`src/rtl/lifo_stack_arbiter_2port.sv`:
```
// Two-port round-robin arbiter and sequencer for the shared LIFO stack.
// Each transaction takes three cycles: IDLE (grant), ISSUE (strobe) and RESP (ack).
// Every output is driven straight from a flop.
module lifo_stack_arbiter_2port #(
  parameter int DATA_WIDTH = 32
) (
  input  logic                  Clk_In,
  input  logic                  Reset_In,
  input  logic                  Req0_In,
  input  logic                  Req1_In,
  input  logic [1:0]            Op0_In,
  input  logic [1:0]            Op1_In,
  input  logic [DATA_WIDTH-1:0] Data0_In,
  input  logic [DATA_WIDTH-1:0] Data1_In,
  output logic                  Ack0_Out,
  output logic                  Ack1_Out,
  output logic                  Err0_Out,
  output logic                  Err1_Out,
  output logic [DATA_WIDTH-1:0] Data0_Out,
  output logic [DATA_WIDTH-1:0] Data1_Out,
  output logic                  Busy_Out,
  output logic                  Stack_Push_Out,
  output logic                  Stack_Pop_Out,
  output logic                  Stack_Peek_Out,
  output logic [DATA_WIDTH-1:0] Stack_Data_Out,
  input  logic [DATA_WIDTH-1:0] Stack_Data_In,
  input  logic                  Stack_Empty_In,
  input  logic                  Stack_Full_In
);

  localparam logic [1:0] OP_PUSH = 2'b00;
  localparam logic [1:0] OP_POP  = 2'b01;
  localparam logic [1:0] OP_PEEK = 2'b10;
  localparam logic [1:0] OP_ILL  = 2'b11;

  typedef enum logic [1:0] {IDLE, ISSUE, RESP} state_t;

  state_t                  state_reg, state_next;
  logic                    grant_port;
  logic                    last_grant_reg;
  logic                    gnt_reg;
  logic [1:0]              op_reg;
  logic                    rej_reg;
  logic                    busy_reg;
  logic                    push_reg, pop_reg, peek_reg;
  logic [DATA_WIDTH-1:0]   stack_data_reg;
  logic [1:0]              sel_op;
  logic [DATA_WIDTH-1:0]   sel_data;
  logic                    illegal;
  logic                    take_grant;
  logic [1:0]              ack_vec;
  logic [1:0]              err_vec;
  logic [DATA_WIDTH-1:0]   data_vec [2];

  // The granted port's operation, its data, and whether the stack can accept that operation right now
  assign sel_op   = grant_port ? Op1_In : Op0_In;
  assign sel_data = grant_port ? Data1_In : Data0_In;
  assign illegal  = (sel_op == OP_ILL) ||
                    ((sel_op == OP_PUSH) && Stack_Full_In) ||
                    (((sel_op == OP_POP) || (sel_op == OP_PEEK)) && Stack_Empty_In);
  assign take_grant = (state_reg == IDLE) && (state_next == ISSUE);

  // State register
  always_ff @(posedge Clk_In or posedge Reset_In) begin
    if (Reset_In) state_reg <= IDLE;
    else          state_reg <= state_next;
  end

  // Next-state logic and round-robin grant choice (loser of the last contest wins a tie)
  always_comb begin
    state_next = state_reg;
    grant_port = Req1_In;
    if (Req0_In && Req1_In) grant_port = ~last_grant_reg;
    case (state_reg)
      IDLE:    if (Req0_In || Req1_In) state_next = ISSUE;
      ISSUE:   state_next = RESP;
      RESP:    state_next = IDLE;
      default: state_next = IDLE;
    endcase
  end

  // Grant capture and the one-cycle stack command issued during ISSUE
  always_ff @(posedge Clk_In or posedge Reset_In) begin
    if (Reset_In) begin
      last_grant_reg <= 1'b1;
      gnt_reg        <= 1'b0;
      op_reg         <= OP_PUSH;
      rej_reg        <= 1'b0;
      busy_reg       <= 1'b0;
      push_reg       <= 1'b0;
      pop_reg        <= 1'b0;
      peek_reg       <= 1'b0;
      stack_data_reg <= '0;
    end else begin
      busy_reg       <= (state_next != IDLE);
      push_reg       <= 1'b0;
      pop_reg        <= 1'b0;
      peek_reg       <= 1'b0;
      stack_data_reg <= '0;
      if (take_grant) begin
        gnt_reg        <= grant_port;
        last_grant_reg <= grant_port;
        op_reg         <= sel_op;
        rej_reg        <= illegal;
        push_reg       <= !illegal && (sel_op == OP_PUSH);
        pop_reg        <= !illegal && (sel_op == OP_POP);
        peek_reg       <= !illegal && (sel_op == OP_PEEK);
        stack_data_reg <= (sel_op == OP_PUSH) ? sel_data : '0;
      end
    end
  end

  // Per-port response registers: loaded at the end of ISSUE, cleared after one cycle
  genvar gi;
  generate
    for (gi = 0; gi < 2; gi++) begin : g_port
      logic                  ack_reg;
      logic                  err_reg;
      logic [DATA_WIDTH-1:0] data_reg;

      // Ack/err/data pulse only for the port that owns the current transaction
      always_ff @(posedge Clk_In or posedge Reset_In) begin
        if (Reset_In) begin
          ack_reg  <= 1'b0;
          err_reg  <= 1'b0;
          data_reg <= '0;
        end else if ((state_reg == ISSUE) && (gnt_reg == 1'(gi))) begin
          ack_reg  <= 1'b1;
          err_reg  <= rej_reg;
          data_reg <= (!rej_reg && (op_reg != OP_PUSH)) ? Stack_Data_In : '0;
        end else begin
          ack_reg  <= 1'b0;
          err_reg  <= 1'b0;
          data_reg <= '0;
        end
      end

      assign ack_vec[gi]  = ack_reg;
      assign err_vec[gi]  = err_reg;
      assign data_vec[gi] = data_reg;
    end
  endgenerate

  assign Ack0_Out       = ack_vec[0];
  assign Ack1_Out       = ack_vec[1];
  assign Err0_Out       = err_vec[0];
  assign Err1_Out       = err_vec[1];
  assign Data0_Out      = data_vec[0];
  assign Data1_Out      = data_vec[1];
  assign Busy_Out       = busy_reg;
  assign Stack_Push_Out = push_reg;
  assign Stack_Pop_Out  = pop_reg;
  assign Stack_Peek_Out = peek_reg;
  assign Stack_Data_Out = stack_data_reg;

endmodule
```
`config.mk`:
```
export PLATFORM = sky130hd
export DESIGN_NAME = lifo_stack_arbiter_2port
export DESIGN_NICKNAME = d
export VERILOG_FILES = /design/src/rtl/lifo_stack_arbiter_2port.sv
export SDC_FILE = /design/constraint.sdc
export NUM_CORES = 1
export LEC_CHECK = 0
export BUFFER_PORTS_ARGS = -buffer_cell sky130_fd_sc_hd__buf_2
export CAP_MARGIN = 40
export CORE_UTILIZATION = 48
export DETAILED_ROUTE_END_ITERATION = 10
export GPL_ROUTABILITY_DRIVEN = 0
export GPL_TIMING_DRIVEN = 0
export PLACE_DENSITY = 0.94
export SLEW_MARGIN = 10
export SYNTH_ARGS = -nofsm -noshare
export SYNTH_HDL_FRONTEND = slang
export SYNTH_SLANG_ARGS = --single-unit
```
`constraint.sdc`:
```
create_clock -name Clk_In -period 5.7 [get_ports Clk_In]
set_input_delay 0.57 -clock Clk_In [delete_from_list [all_inputs] [get_ports Clk_In]]
set_output_delay 0.57 -clock Clk_In [all_outputs]
set_load 0.01 [all_outputs]
```
After elaboration in Yosys (flattened, before gate mapping)
Cells that the tools add are included.
Storage, ports and cells
  output and inout bits: 104
  bits in registers: 111
  input port bits: 106
  logic and storage cells: 60
Cells by class
  equal/unequal tests: 5
  reduce and logical (&&, ||, !) cells: 20
  multiplexer cells: 17
  bitwise operators: 2
Operators by type and width (count)
  $mux W32: 6
  $logic_and A1 B1 Y1: 10
  $mux W1: 8
  $eq A2 B1 Y1 const B: 3
  $eq A2 B2 Y1 const B: 2
  $logic_not A2 Y1: 2
  $logic_or A1 B1 Y1: 4
  $mux W2: 2
  $pmux W2 S2: 1
  $reduce_bool A2 Y1: 2
  $logic_not A1 Y1: 2
  $not A1 Y1: 2

Logic depth before layout (Yosys ltp)
  word-level depth: 10
  gate-level depth with buffers: 8

Worst setup path before layout
No wires, ideal clock.
  path type: in2reg
  from: input port Req1_In
  to: register rej_reg
  setup slack: 3704 ps
  arrival: 1875 ps
  library setup time: 121 ps
  cell stages on the path: 8
  path through: a21bo_1 buf_6 mux2i_1 inv_1 ha_1 nand2b_1 nand4b_1 o22a_1
Between the ends
  longest elaborated chain between the ends: 7
  elaborated cells on any way between the ends: 17
  those cells by class: eq/ne (4); mux (4); reduce/logical (9)
Ends and longest elaborated chain
  from (decl): RTL line 10  | input logic Req1_In,
  $logic_and A1 B1 Y1: RTL line 73  | if (Req0_In && Req1_In) grant_port = ~last_grant_reg;
  $mux W1: RTL line 73
  $mux W2: RTL line 56  | assign sel_op = grant_port ? Op1_In : Op0_In;
  $eq A2 B1 Y1, or another cell as far along: RTL line 60  | (((sel_op == OP_POP) || (sel_op == OP_PEEK)) && Stack_Empty_In);
  $logic_or A1 B1 Y1 / $logic_and A1 B1 Y1 (equally long branches): RTL line 60, 59
  $logic_and A1 B1 Y1 / $logic_or A1 B1 Y1 (equally long branches): RTL line 60, 58
  $logic_or A1 B1 Y1: RTL line 59  | ((sel_op == OP_PUSH) && Stack_Full_In) ||
  to (signal assigned): RTL line 104  | rej_reg <= illegal;
  to (decl): RTL line 43  | logic rej_reg;
Several ways; a longest one is shown, not always the timed one.
A chain may end at the register's enable or synchronous reset.

Worst setup path after layout
  from: register last_grant_reg
  to: register rej_reg
Between the ends
  longest elaborated chain between the ends: 7
  elaborated cells on any way between the ends: 12
  those cells by class: eq/ne (3); mux (2); bitwise (1); reduce/logical (6)
Ends and longest elaborated chain
  from (decl): RTL line 40  | logic last_grant_reg;
  from (signal assigned): RTL line 102  | last_grant_reg <= grant_port;
  $not A1 Y1 *: RTL line 73
  $mux W1 *: RTL line 73
  $mux W2 *: RTL line 56
  $eq A2 B1 Y1, or another cell as far along: RTL line 60
  $logic_or A1 B1 Y1 / $logic_and A1 B1 Y1 (equally long branches): RTL line 60, 59
  $logic_and A1 B1 Y1 / $logic_or A1 B1 Y1 (equally long branches): RTL line 60, 58
  $logic_or A1 B1 Y1 *: RTL line 59
Mark *: on every way between the ends. The rest lies on a longest branch, timed or not.

==> reports/qor.csv <==
metric;value;unit
antenna_found_initial;0;
skew;0.0169;ns
crit_slowest_cell;dfstp_2;
synth-seq-cells;111;
p_per_area;334;nW/um^2
cts_setup_buffers;0;
drt-total-wl;10200;um
max-clock-path-buffers;2;
finalCritPeriodShare;37.4;%
worstPathMaxFanout;9;
r2r_cells;8;
ys_seq_area_share;68.1;%
cts_resized;0;
start_util;49.6;%
cp_data_required_time;5.96;ns
grt_pass1_wl;15600;um
synth.top_cell.area_share;67.5;%
nets;670;
hold_buffers;0;
netlist_top_cells_area;dfrtp_1 (67%), and2_1 (8.4%), nand3_1 (7.9%);
firstDrtPassIters;4;
crit_chain;a21bo_1, buf_6, mux2i_1, inv_1, ha_1, nand2b_1, nand4b_1, o22a_1;
synth.distinct_cells;30;
start_kind;flop;
cts_root_buf;clkbuf_8;
crit_buf_inv;2;
dr.first_iter.drc_count;85;
max_cap_viol_count;0;
synth_cells;340;
r2r_start;last_grant_reg;
finalSetupTns;0;ns
hold_viol_final;0;
crit_path_max_incr_delay;0.57;ns
layout_common_cells;buf_2 (215), dfrtp_1 (110), nand3_1 (64), and2_1 (55), a21oi_1 (37);
die_w;94.2;um
worst_r2r_endpoint;rej_reg;
grt-ovfl-total;0;
fp.dieArea;8870;um^2
first_global_vias;3339;
post-route-min-period;2.13;ns
r2r_setup_slack;3.57;ns
cts_inserted_buffers;9;
yosysTopAreaCell;dfrtp_1;
fmax;469;MHz
cp-end-kind;flop;
clk_latency;0.36;ns
cts.sinks;111;
dp.cells;655;
tightest_slew;0.590;ns
outcome;complete, no violations;
wl_per_cell;15.3;um
grt_max_degree;67;
cts.clk_slew.worst_paths;0.11;ns
drt-vias-per-instance;5.04;
critPathKind;reg -> reg;
hold_path.class;in -> async;
rows;33;
setup_violations;0;
leakage;0.00311;uW
finalPower;1830;uW
dp_hpwl;7900;um
synth_nets;449;
dpl_cell_area;5290;um^2
cts_tree;yes;
path_delay_family;flip-flops;
slew_headroom;60.7;%
ant_nets;0;
ios;210;
ir_drop;0.182;mV
grt_setup_unrepaired;no;
htreeDepth;3;
syn_area_per_cell;12.0;um^2
yosysWarnings;0;
final_area;5480;um^2
fp.dieH;94.2;um
antenna_cells;0;
syn_area;4080;um^2
vias;3383;
final_common_cell;buf_2;
cp.arrival;2.40;ns
grt_util_all_layers;23.2;%
fillers;632;
drv_slew;0;
core;8220;um^2
portBuffers;209;
area_growth;34.3;%
stdcell_count;671;
drc_errors;0;
layout-drive-gt1-share;44.7;%
[kinds of logic after synthesis]
| logic type | share of synthesized area (%) |
|---|---|
| buffers and inverters | 3.28 |
| AOI/OAI and AO/OA | 5.74 |
| and+or+nand+nor | 20.8 |
| adders and majority gates | 0.920 |
| muxes | 1.10 |
| DFF | 68.1 |
[through the flow]
stage                     utilization [%]  worst slack (ns)  hold WS [ns]
final                                66.7              3.57         0.262
after global routing                 66.7              3.48         0.298
after CTS                            66.7              3.57         0.275
after detailed placement             64.3              3.37         0.466
after global placement               64.0              1.28         0.459
after floorplan                         -              2.20         0.437
[worst max-delay path by stage]
stage                        start                  to  slack, ns  depth (start not counted)
finish              last_grant_reg             rej_reg       3.57                          8
global route        last_grant_reg      Stack_Push_Out       3.48                          8
CTS                 last_grant_reg      Stack_Push_Out       3.57                          8
detailed placement         Req1_In             rej_reg       3.37                          9
global placement          Reset_In  Stack_Data_Out[14]       1.28                          2
floorplan                 Reset_In            Ack0_Out       2.20                          1
[power breakdown]
group | internal, uW | switching (uW) | total [uW]
registers | 891 | 41.1 | 932
logic | 174 | 273 | 446
clock network | 169 | 281 | 450
[routing by layer]
metal | global-route usage (%) | share of wire, %
met5 | 0 | 0
met4 | 9.23 | 2.6
met3 | 5.91 | 8.6
met2 | 39.1 | 50
met1 | 28.4 | 39
[cells in the mapped netlist]
| library cell | count |
|---|---|
| dfrtp_1 | 110 |
| nand3_1 | 64 |
| and2_1 | 55 |
| a21oi_1 | 37 |
| and2_2 | 9 |
| clkbuf_1 | 9 |
| inv_1 | 8 |
| buf_2 | 6 |
| clkbuf_2 | 5 |
| nor2_1 | 5 |
| nor3_1 | 5 |
| ha_1 | 3 |
| mux2i_1 | 3 |
| nand2_1 | 3 |
| and3_1 | 2 |
| nor3b_1 | 2 |
| a21bo_1 | 1 |
| a21boi_2 | 1 |
| a31oi_1 | 1 |
| buf_1 | 1 |
| buf_6 | 1 |
| dfstp_2 | 1 |
| mux2_4 | 1 |
| nand2b_1 | 1 |
| nand2b_4 | 1 |
| nand4b_1 | 1 |
| o21ai_0 | 1 |
| o21bai_1 | 1 |
| o22a_1 | 1 |
| or2_2 | 1 |
[layout make-up]
type	count	area (um^2)	share of cell area [%]
inverters	8	32.5	0.594
plain buffers	22	104	1.90
flip-flops and latches	111	2780	50.7
clock buffers	9	124	2.26
well taps	105	131	2.40
clock inverters	7	67.6	1.23
multi-input cells	199	1170	21.3
repair buffers	210	1070	19.6
No activity file was read; power rests on OpenSTA's default activity.
